===== config.mk =====
export PLATFORM = sky130hd
export DESIGN_NAME = mem_port_arbiter_flat
export DESIGN_NICKNAME = d
export VERILOG_FILES = /design/src/rtl/mem_port_arbiter_if.sv /design/src/rtl/mem_port_arbiter.sv /design/src/flat_wrapper.sv
export SDC_FILE = /design/constraint.sdc
export NUM_CORES = 1
export LEC_CHECK = 0
export ABC_AREA = 1
export BUFFER_PORTS_ARGS = -buffer_cell sky130_fd_sc_hd__clkbuf_2
export CAP_MARGIN = 20
export CORE_MARGIN = 2
export CORE_UTILIZATION = 30
export DETAILED_ROUTE_END_ITERATION = 10
export SKIP_LAST_GASP = 1
export SLEW_MARGIN = 20
export SYNTH_ARGS = -nofsm -noshare
export SYNTH_HDL_FRONTEND = slang
export SYNTH_SLANG_ARGS = --single-unit
export TNS_END_PERCENT = 20

===== constraint.sdc =====
create_clock -name Clock -period 1.6 [get_ports Clock]
set_input_delay 0.08 -clock Clock [delete_from_list [all_inputs] [get_ports Clock]]
set_output_delay 0.08 -clock Clock [all_outputs]
set_load 0.01 [all_outputs]

===== src/rtl/mem_port_arbiter_if.sv =====
// Bus bundle between the two requesters (fetch, data), the shared memory and the arbiter.
// The arbiter attaches through the slave modport; the environment drives through master.
interface mem_port_arbiter_if #(
  parameter int unsigned ADDR_W = 32,
  parameter int unsigned DATA_W = 32
) ();
  // Instruction-fetch side
  logic              IF_Req;
  logic [ADDR_W-1:0] IF_Addr;
  logic              IF_Grant;
  logic              IF_Valid;
  logic [DATA_W-1:0] IF_RData;
  // Data-memory side
  logic              DM_Req;
  logic              DM_Write;
  logic [ADDR_W-1:0] DM_Addr;
  logic [DATA_W-1:0] DM_WData;
  logic [1:0]        DM_ByteSel;
  logic              DM_Grant;
  logic              DM_Valid;
  logic [DATA_W-1:0] DM_RData;
  // Shared memory side
  logic              Mem_Req;
  logic              Mem_Write;
  logic [ADDR_W-1:0] Mem_Addr;
  logic [DATA_W-1:0] Mem_WData;
  logic [1:0]        Mem_ByteSel;
  logic              Mem_Ready;
  logic [DATA_W-1:0] Mem_RData;
  // Pipeline freeze
  logic              Stall;

  modport slave (
    input  IF_Req, IF_Addr,
    input  DM_Req, DM_Write, DM_Addr, DM_WData, DM_ByteSel,
    input  Mem_Ready, Mem_RData,
    output IF_Grant, IF_Valid, IF_RData,
    output DM_Grant, DM_Valid, DM_RData,
    output Mem_Req, Mem_Write, Mem_Addr, Mem_WData, Mem_ByteSel,
    output Stall
  );

  modport master (
    output IF_Req, IF_Addr,
    output DM_Req, DM_Write, DM_Addr, DM_WData, DM_ByteSel,
    output Mem_Ready, Mem_RData,
    input  IF_Grant, IF_Valid, IF_RData,
    input  DM_Grant, DM_Valid, DM_RData,
    input  Mem_Req, Mem_Write, Mem_Addr, Mem_WData, Mem_ByteSel,
    input  Stall
  );
endinterface


===== src/rtl/mem_port_arbiter.sv =====
// Arbitrates a single-port memory between instruction fetch and data access.
// Data wins by default; fetch wins once it has lost MAX_FETCH_WAIT grants in a row.
module mem_port_arbiter #(
  parameter int unsigned ADDR_W         = 32,
  parameter int unsigned DATA_W         = 32,
  parameter int unsigned MAX_FETCH_WAIT = 4
) (
  input  logic              Clock,
  input  logic              Reset,
  mem_port_arbiter_if.slave bus
);

  localparam int unsigned     CntW   = $clog2(MAX_FETCH_WAIT + 1);
  localparam logic [CntW-1:0] CntMax = CntW'(MAX_FETCH_WAIT);

  typedef enum logic [1:0] {StIdle, StBusyIf, StBusyDm} state_e;

  state_e            state_q, state_d;
  logic [CntW-1:0]   cnt_q, cnt_d;
  logic              if_grant_q, if_grant_d;
  logic              dm_grant_q, dm_grant_d;
  logic              if_valid_q, if_valid_d;
  logic              dm_valid_q, dm_valid_d;
  logic [DATA_W-1:0] if_rdata_q, if_rdata_d;
  logic [DATA_W-1:0] dm_rdata_q, dm_rdata_d;
  logic              mem_write_q, mem_write_d;
  logic [ADDR_W-1:0] mem_addr_q, mem_addr_d;
  logic [DATA_W-1:0] mem_wdata_q, mem_wdata_d;
  logic [1:0]        mem_bytesel_q, mem_bytesel_d;
  logic              if_wins;

  // Fetch overrides data only when it is starved and still asking.
  assign if_wins = bus.IF_Req && (!bus.DM_Req || (cnt_q == CntMax));

  // Next-state: arbitrate in idle, wait for memory completion in busy.
  always_comb begin
    state_d       = state_q;
    cnt_d         = cnt_q;
    if_grant_d    = 1'b0;
    dm_grant_d    = 1'b0;
    if_valid_d    = 1'b0;
    dm_valid_d    = 1'b0;
    if_rdata_d    = if_rdata_q;
    dm_rdata_d    = dm_rdata_q;
    mem_write_d   = mem_write_q;
    mem_addr_d    = mem_addr_q;
    mem_wdata_d   = mem_wdata_q;
    mem_bytesel_d = mem_bytesel_q;
    unique case (state_q)
      StIdle: begin
        if (!bus.IF_Req) cnt_d = '0;
        if (if_wins) begin
          state_d       = StBusyIf;
          if_grant_d    = 1'b1;
          cnt_d         = '0;
          mem_write_d   = 1'b0;
          mem_addr_d    = bus.IF_Addr;
          mem_wdata_d   = '0;
          mem_bytesel_d = 2'b00;
        end else if (bus.DM_Req) begin
          state_d       = StBusyDm;
          dm_grant_d    = 1'b1;
          if (bus.IF_Req && (cnt_q != CntMax)) cnt_d = cnt_q + CntW'(1);
          mem_write_d   = bus.DM_Write;
          mem_addr_d    = bus.DM_Addr;
          mem_wdata_d   = bus.DM_WData;
          mem_bytesel_d = bus.DM_ByteSel;
        end
      end
      StBusyIf: begin
        if (bus.Mem_Ready) begin
          state_d    = StIdle;
          if_valid_d = 1'b1;
          if_rdata_d = bus.Mem_RData;
        end
      end
      StBusyDm: begin
        if (bus.Mem_Ready) begin
          state_d    = StIdle;
          dm_valid_d = 1'b1;
          // Stores complete without disturbing the last load value.
          if (!mem_write_q) dm_rdata_d = bus.Mem_RData;
        end
      end
      default: state_d = StIdle;
    endcase
  end

  // State and registered outputs; reset abandons any transaction in flight.
  always_ff @(posedge Clock or negedge Reset) begin
    if (!Reset) begin
      state_q       <= StIdle;
      cnt_q         <= '0;
      if_grant_q    <= 1'b0;
      dm_grant_q    <= 1'b0;
      if_valid_q    <= 1'b0;
      dm_valid_q    <= 1'b0;
      if_rdata_q    <= '0;
      dm_rdata_q    <= '0;
      mem_write_q   <= 1'b0;
      mem_addr_q    <= '0;
      mem_wdata_q   <= '0;
      mem_bytesel_q <= 2'b00;
    end else begin
      state_q       <= state_d;
      cnt_q         <= cnt_d;
      if_grant_q    <= if_grant_d;
      dm_grant_q    <= dm_grant_d;
      if_valid_q    <= if_valid_d;
      dm_valid_q    <= dm_valid_d;
      if_rdata_q    <= if_rdata_d;
      dm_rdata_q    <= dm_rdata_d;
      mem_write_q   <= mem_write_d;
      mem_addr_q    <= mem_addr_d;
      mem_wdata_q   <= mem_wdata_d;
      mem_bytesel_q <= mem_bytesel_d;
    end
  end

  assign bus.IF_Grant    = if_grant_q;
  assign bus.IF_Valid    = if_valid_q;
  assign bus.IF_RData    = if_rdata_q;
  assign bus.DM_Grant    = dm_grant_q;
  assign bus.DM_Valid    = dm_valid_q;
  assign bus.DM_RData    = dm_rdata_q;
  // Decoded from state so reset drops the request without waiting for a clock.
  assign bus.Mem_Req     = (state_q != StIdle);
  assign bus.Mem_Write   = mem_write_q;
  assign bus.Mem_Addr    = mem_addr_q;
  assign bus.Mem_WData   = mem_wdata_q;
  assign bus.Mem_ByteSel = mem_bytesel_q;
  assign bus.Stall       = (bus.IF_Req & ~if_valid_q) | (bus.DM_Req & ~dm_valid_q);

endmodule


===== src/flat_wrapper.sv =====
// flat-port wrapper written by rule: the top's interface ports become plain ports
module mem_port_arbiter_flat 
#(
  parameter int unsigned ADDR_W         = 32,
  parameter int unsigned DATA_W         = 32,
  parameter int unsigned MAX_FETCH_WAIT = 4
)
  (Clock, Reset, bus_IF_Req, bus_IF_Addr, bus_DM_Req, bus_DM_Write, bus_DM_Addr, bus_DM_WData, bus_DM_ByteSel, bus_Mem_Ready, bus_Mem_RData, bus_IF_Grant, bus_IF_Valid, bus_IF_RData, bus_DM_Grant, bus_DM_Valid, bus_DM_RData, bus_Mem_Req, bus_Mem_Write, bus_Mem_Addr, bus_Mem_WData, bus_Mem_ByteSel, bus_Stall);
  mem_port_arbiter_if #(.ADDR_W(ADDR_W), .DATA_W(DATA_W)) bus_i ();
  input  logic Clock;
  input  logic Reset;
  input wire logic [$bits(bus_i.IF_Req)-1:0] bus_IF_Req;
  input wire logic [$bits(bus_i.IF_Addr)-1:0] bus_IF_Addr;
  input wire logic [$bits(bus_i.DM_Req)-1:0] bus_DM_Req;
  input wire logic [$bits(bus_i.DM_Write)-1:0] bus_DM_Write;
  input wire logic [$bits(bus_i.DM_Addr)-1:0] bus_DM_Addr;
  input wire logic [$bits(bus_i.DM_WData)-1:0] bus_DM_WData;
  input wire logic [$bits(bus_i.DM_ByteSel)-1:0] bus_DM_ByteSel;
  input wire logic [$bits(bus_i.Mem_Ready)-1:0] bus_Mem_Ready;
  input wire logic [$bits(bus_i.Mem_RData)-1:0] bus_Mem_RData;
  output wire logic [$bits(bus_i.IF_Grant)-1:0] bus_IF_Grant;
  output wire logic [$bits(bus_i.IF_Valid)-1:0] bus_IF_Valid;
  output wire logic [$bits(bus_i.IF_RData)-1:0] bus_IF_RData;
  output wire logic [$bits(bus_i.DM_Grant)-1:0] bus_DM_Grant;
  output wire logic [$bits(bus_i.DM_Valid)-1:0] bus_DM_Valid;
  output wire logic [$bits(bus_i.DM_RData)-1:0] bus_DM_RData;
  output wire logic [$bits(bus_i.Mem_Req)-1:0] bus_Mem_Req;
  output wire logic [$bits(bus_i.Mem_Write)-1:0] bus_Mem_Write;
  output wire logic [$bits(bus_i.Mem_Addr)-1:0] bus_Mem_Addr;
  output wire logic [$bits(bus_i.Mem_WData)-1:0] bus_Mem_WData;
  output wire logic [$bits(bus_i.Mem_ByteSel)-1:0] bus_Mem_ByteSel;
  output wire logic [$bits(bus_i.Stall)-1:0] bus_Stall;
  assign bus_i.IF_Req = bus_IF_Req;
  assign bus_i.IF_Addr = bus_IF_Addr;
  assign bus_i.DM_Req = bus_DM_Req;
  assign bus_i.DM_Write = bus_DM_Write;
  assign bus_i.DM_Addr = bus_DM_Addr;
  assign bus_i.DM_WData = bus_DM_WData;
  assign bus_i.DM_ByteSel = bus_DM_ByteSel;
  assign bus_i.Mem_Ready = bus_Mem_Ready;
  assign bus_i.Mem_RData = bus_Mem_RData;
  assign bus_IF_Grant = bus_i.IF_Grant;
  assign bus_IF_Valid = bus_i.IF_Valid;
  assign bus_IF_RData = bus_i.IF_RData;
  assign bus_DM_Grant = bus_i.DM_Grant;
  assign bus_DM_Valid = bus_i.DM_Valid;
  assign bus_DM_RData = bus_i.DM_RData;
  assign bus_Mem_Req = bus_i.Mem_Req;
  assign bus_Mem_Write = bus_i.Mem_Write;
  assign bus_Mem_Addr = bus_i.Mem_Addr;
  assign bus_Mem_WData = bus_i.Mem_WData;
  assign bus_Mem_ByteSel = bus_i.Mem_ByteSel;
  assign bus_Stall = bus_i.Stall;
  mem_port_arbiter #(.ADDR_W(ADDR_W), .DATA_W(DATA_W), .MAX_FETCH_WAIT(MAX_FETCH_WAIT)) u_core (.Clock(Clock), .Reset(Reset), .bus(bus_i));
endmodule

---- After elaboration in Yosys (flattened, before gate mapping) ----
Index checks and enable logic that the tools add are counted.
cells by class
  add/sub/neg operators ................... 1
  equal/unequal tests ..................... 6
  muxes and demuxes ....................... 24
  bitwise gates (word level) .............. 6
  reduce and logical (&&, ||, !) cells .... 12
operators by type and width
  operator                                        count
  two-way mux 32 bit                              4
  two-way mux 3 bit                               4
  two-way mux 1 bit                               10
  two-way mux 2 bit                               5
  AND reduction 2 bit                             3
  one-hot mux 2 bit (2 select lines)              1
  nonzero test 2 bit                              2
  adder 3 x 1 -> 3 bit (second input constant)    1
  == test 3 bit (second input constant)           1
  != test 3 x 2 -> 1 bit (second input constant)  1
  != test 3 bit (second input constant)           1
  NOT 1 bit                                       3
  AND reduction 3 bit                             1
  bitwise AND 1 bit                               2
  == test 2 x 1 -> 1 bit (second input constant)  1
  == test 2 bit (second input constant)           1
  logical AND 1 bit                               2
  zero test 2 bit                                 1
  != test 2 x 1 -> 1 bit (second input constant)  1
  OR reduction 2 bit                              1
  zero test 1 bit                                 1
  logical OR 1 bit                                1
  OR 1 bit                                        1
storage, ports and cells
  register bits ........................... 140
  input port bits ......................... 136
  output and inout port bits .............. 137
  logic and storage cells ................. 61

---- Depth between registers and ports, before layout ----
  depth after elaboration ................. 5
  gate-level depth with buffers ........... 9
  depth with buffers taken out ............ 8

---- Worst setup path before layout ----
No wires, ideal clock.
  path kind ............................... flip-flop to flip-flop
  from .................................... register u_core.state_q[0]
  to ...................................... register u_core.mem_wdata_q[11] (netlist: u_core.bus.Mem_WData[11])
  library setup time ...................... 118 ps
  arrival time ............................ 1419 ps
  required time ........................... 1482 ps
  setup slack ............................. 63 ps
  cell stages (with the launch flop) ...... 10
  path buffers ............................ 2
  period minus slack after synthesis ...... 1537 ps
  cell sequence ........................... dfrtp_1 inv_1 ha_1 inv_2 a21oi_4 inv_2 buf_2 buf_2 nand2_1 nand2_1
between the ends
  word-level cells in the longest chain between the ends .. 2
RTL lines
  element                        RTL line                 RTL
  from (decl)                    mem_port_arbiter.sv:18   state_e state_q, state_d;
  from (signal assigned)         mem_port_arbiter.sv:92   state_q <= StIdle;
  from (signal assigned)         mem_port_arbiter.sv:105  state_q <= state_d;
  zero test 2 bit                mem_port_arbiter.sv:49   unique case (state_q)
  AND reduction 2 bit (no line)  --
  to (signal assigned)           mem_port_arbiter.sv:115  mem_wdata_q <= mem_wdata_d;
  to (decl)                      mem_port_arbiter.sv:28   logic [DATA_W-1:0] mem_wdata_q, mem_wdata_d;
No other way between the ends.
A chain may end at the register's enable or synchronous reset.

---- Final worst setup path ----
  from .................................... register u_core.state_q[0]
  to ...................................... register u_core.mem_wdata_q[3] (netlist: u_core.bus.Mem_WData[3])
The elaborated chain is that of the path after synthesis.

==> impl_metrics.json <==
{
  "status": "complete, no violations",
  "p_leak_nw": 5.52,
  "fp.dieH_microns": 145,
  "slew_headroom_pct": 75.7,
  "finalSetupTns_ns": 0,
  "power_density_nw_per_um2": 1730,
  "required_ns": 1.89,
  "clock_latency_ns": 0.41,
  "htreeDepth": 4,
  "root_buffer": "clkbuf_16",
  "clock-sinks": 140,
  "final_common_cell": "clkbuf_2",
  "slowest_stage": "dfrtp_1",
  "hold_class": "in2reg",
  "max_stage_delay_ns": 0.40,
  "max_cap_viol_count": 0,
  "final_nets": 1248,
  "initial_core_util_pct": 30.6,
  "final_cell_mix": "271 x clkbuf_2, 239 x nand2_1, 140 x dfrtp_1",
  "grtUsageTotal_pct": 18.4,
  "dieArea_sq_um": 21100,
  "cts_tree": "done",
  "rsz0062_at_grt": "yes",
  "setup_viol": 0,
  "grt_pass1_vias": 6221,
  "layout-drive-gt1-share_pct": 29.1,
  "drt_wl_total_microns": 19200,
  "drt_iter0_markers": 236,
  "grt_max_degree": 66,
  "io_buffers": 272,
  "die_w_microns": 145,
  "synthCells": 718,
  "clk_path_buf_depth": 2,
  "startpoint": "u_core.state_q[0]$_DFFE_PN0P_",
  "wl_per_cell_microns": 13.9,
  "area_growth_pct": 62.4,
  "worst_pin_slew_ns": 0.364,
  "antenna_found_initial": 0,
  "cp_cell_sequence": "inv_1, ha_1, inv_2, a21oi_4, inv_2, buf_12, nand2_1, nand2_1",
  "max_freq_mhz": 665,
  "critPathKind": "reg2reg",
  "cts_buffers": 17,
  "diodes": 0,
  "netlist_area_sq_um": 5980,
  "seq_area_frac_synth_pct": 58.6,
  "rows": 51,
  "hold_violations": 0,
  "yosysWarnings": 0,
  "dp_hpwl_microns": 12100,
  "period_share_pct": 94.0,
  "clkTransAtPathRegs_ns": 0.06,
  "core_sq_um": 19500,
  "ir_worst_vdd_mv": 0.823,
  "cts_setup_buffers": 0,
  "total_power_mw": 16.8,
  "pin_count": 273,
  "ant_nets": 0,
  "maxSlewViolCount": 0,
  "r2r-start": "u_core.state_q[0]$_DFFE_PN0P_",
  "hp-start": "bus_IF_Addr[20]",
  "dr.pass1.iters": 5,
  "grt-ovfl-total": 0,
  "num_vias": 6029,
  "fin_crit_ns": 1.50,
  "end_kind": "register",
  "avgSynthCellArea_sq_um": 8.32,
  "ys_types": 16,
  "grt_pass1_wl_microns": 31800,
  "critical_path.top_delay_family": "buffers and inverters",
  "crit_arrival_ns": 1.80,
  "fin_cells": 1384,
  "worst-path-buf-inv": 4,
  "yosys_register_bits": 140,
  "gp_congestion": 0.790,
  "drcViolationCount": 0,
  "critPathLaunchType": "register",
  "synth_nets": 859,
  "finClkSkew_ns": 0.0104,
  "placed_cells": 1228,
  "critical_path.max_fanout": 56,
  "vias_per_cell": 4.36
}
-- power breakdown --
group / internal (mW) / leakage [nW] / switching, mW
Clock: 3.10 / 0.335 / 1.54
Combinational: 2.49 / 3.44 / 3.58
Sequential: 5.15 / 1.75 / 0.941
Total: 10.7 / 5.52 / 6.06
-- timing repair --
item                                    CTS  global route
hold endpoints to repair                273             0
resized for setup                         0             2
hold buffers                            124             0
endpoints found under the setup margin    0            30
-- cell families (layout without fill, tap and decap cells) --
group,after synthesis,after routing,share of synthesized area (%)
xor+xnor,1,1,0.147
simple gates,350,350,24.2
compound gates,71,71,6.15
flops,140,140,58.6
fa+ha+maj,5,5,1.05
buf+inv,151,552,9.86
-- area by class of cell --
class                      count  area, sq um
inverter                     110          413
timing repair buffer         411         2870
multi-input combinational    427         1900
clock inverter                13          263
clock buffer                  18          429
fill                        1750         9820
sequential                   140         3500
tap                          265          332
-- path summary, 6_finish.rpt --
kind / to / slack, ns / depth (start not counted)
max: u_core.bus.Mem_WData[3]$_DFFE_PN0P_ / 0.1 / 8
min: u_core.bus.Mem_Addr[20]$_DFFE_PN0P_ / 0.02 / 5
max reg2reg: u_core.bus.Mem_WData[3]$_DFFE_PN0P_ / 0.1 / 8
min reg2reg: u_core.bus.Mem_Addr[10]$_DFFE_PN0P_ / 0.48 / 2
max in group asynchronous: u_core.bus.Mem_WData[5]$_DFFE_PN0P_ / 0.93 / 3
min in group asynchronous: u_core.bus.Mem_Addr[29]$_DFFE_PN0P_ / 0.07 / 2
-- metrics by stage --
| step | util [%] | setup slack [ns] | area [sq um] | hold slack (ns) |
|---|---|---|---|---|
| 6_report | 49.7 | 0.0968 | 9700 | 0.0184 |
| 5_1_grt | 49.7 | -0.0110 | 9700 | 0.0170 |
| 4_1_cts | 49.5 | 0.0550 | 9670 | 0.000590 |
| 3_5_place_dp | 39.6 | 0.0708 | 7740 | -0.0783 |
| 3_3_place_gp | 39.6 | 0.106 | 7740 | -0.0777 |
| 2_1_floorplan | - | 0.0625 | 5980 | -0.216 |
-- sequential cells by signal, summed over array words and instances (netlist names) --
register                flops
u_core.state_q              2
u_core.bus.IF_Valid         1
u_core.bus.Mem_Write        1
u_core.bus.Mem_ByteSel      2
u_core.bus.IF_Grant         1
u_core.bus.DM_Grant         1
u_core.bus.DM_Valid         1
u_core.bus.DM_RData        32
u_core.cnt_q                3
u_core.bus.Mem_Addr        32
u_core.bus.IF_RData        32
u_core.bus.Mem_WData       32
-- worst min-delay path: stages --
cell and delay, ns:
clkbuf_2 0.08, inv_1 0.03, nand3_1 0.07, nand3_1 0.07
nand2_1 0.06
-- metal layers --
layer,vias to the layer above,share of wire [%],wire [microns],track usage [%]
met4,0,1.5,286,5.64
met3,19,9.4,1820,6.76
met2,300,46,8830,29.5
li1,2983,-,-,-
met1,2727,43,8290,23.4
met5,-,0,0,0
-- cell usage after synthesis --
library cell | number | area share (%)
nand2_1 | 242 | 15
xnor2_1 | 1 | 0.15
o22ai_1 | 1 | 0.10
inv_1 | 106 | 6.7
dfrtp_1 | 140 | 59
ha_1 | 5 | 1.0
buf_2 | 15 | 1.3
nand2_2 | 1 | 0.10
buf_4 | 1 | 0.13
nand3_1 | 103 | 8.6
buf_1 | 1 | 0.063
nor2_1 | 4 | 0.25
clkbuf_1 | 24 | 1.5
a21oi_4 | 1 | 0.27
inv_2 | 4 | 0.25
o21ai_0 | 69 | 5.8
No activity file was read; power rests on OpenSTA's default activity.
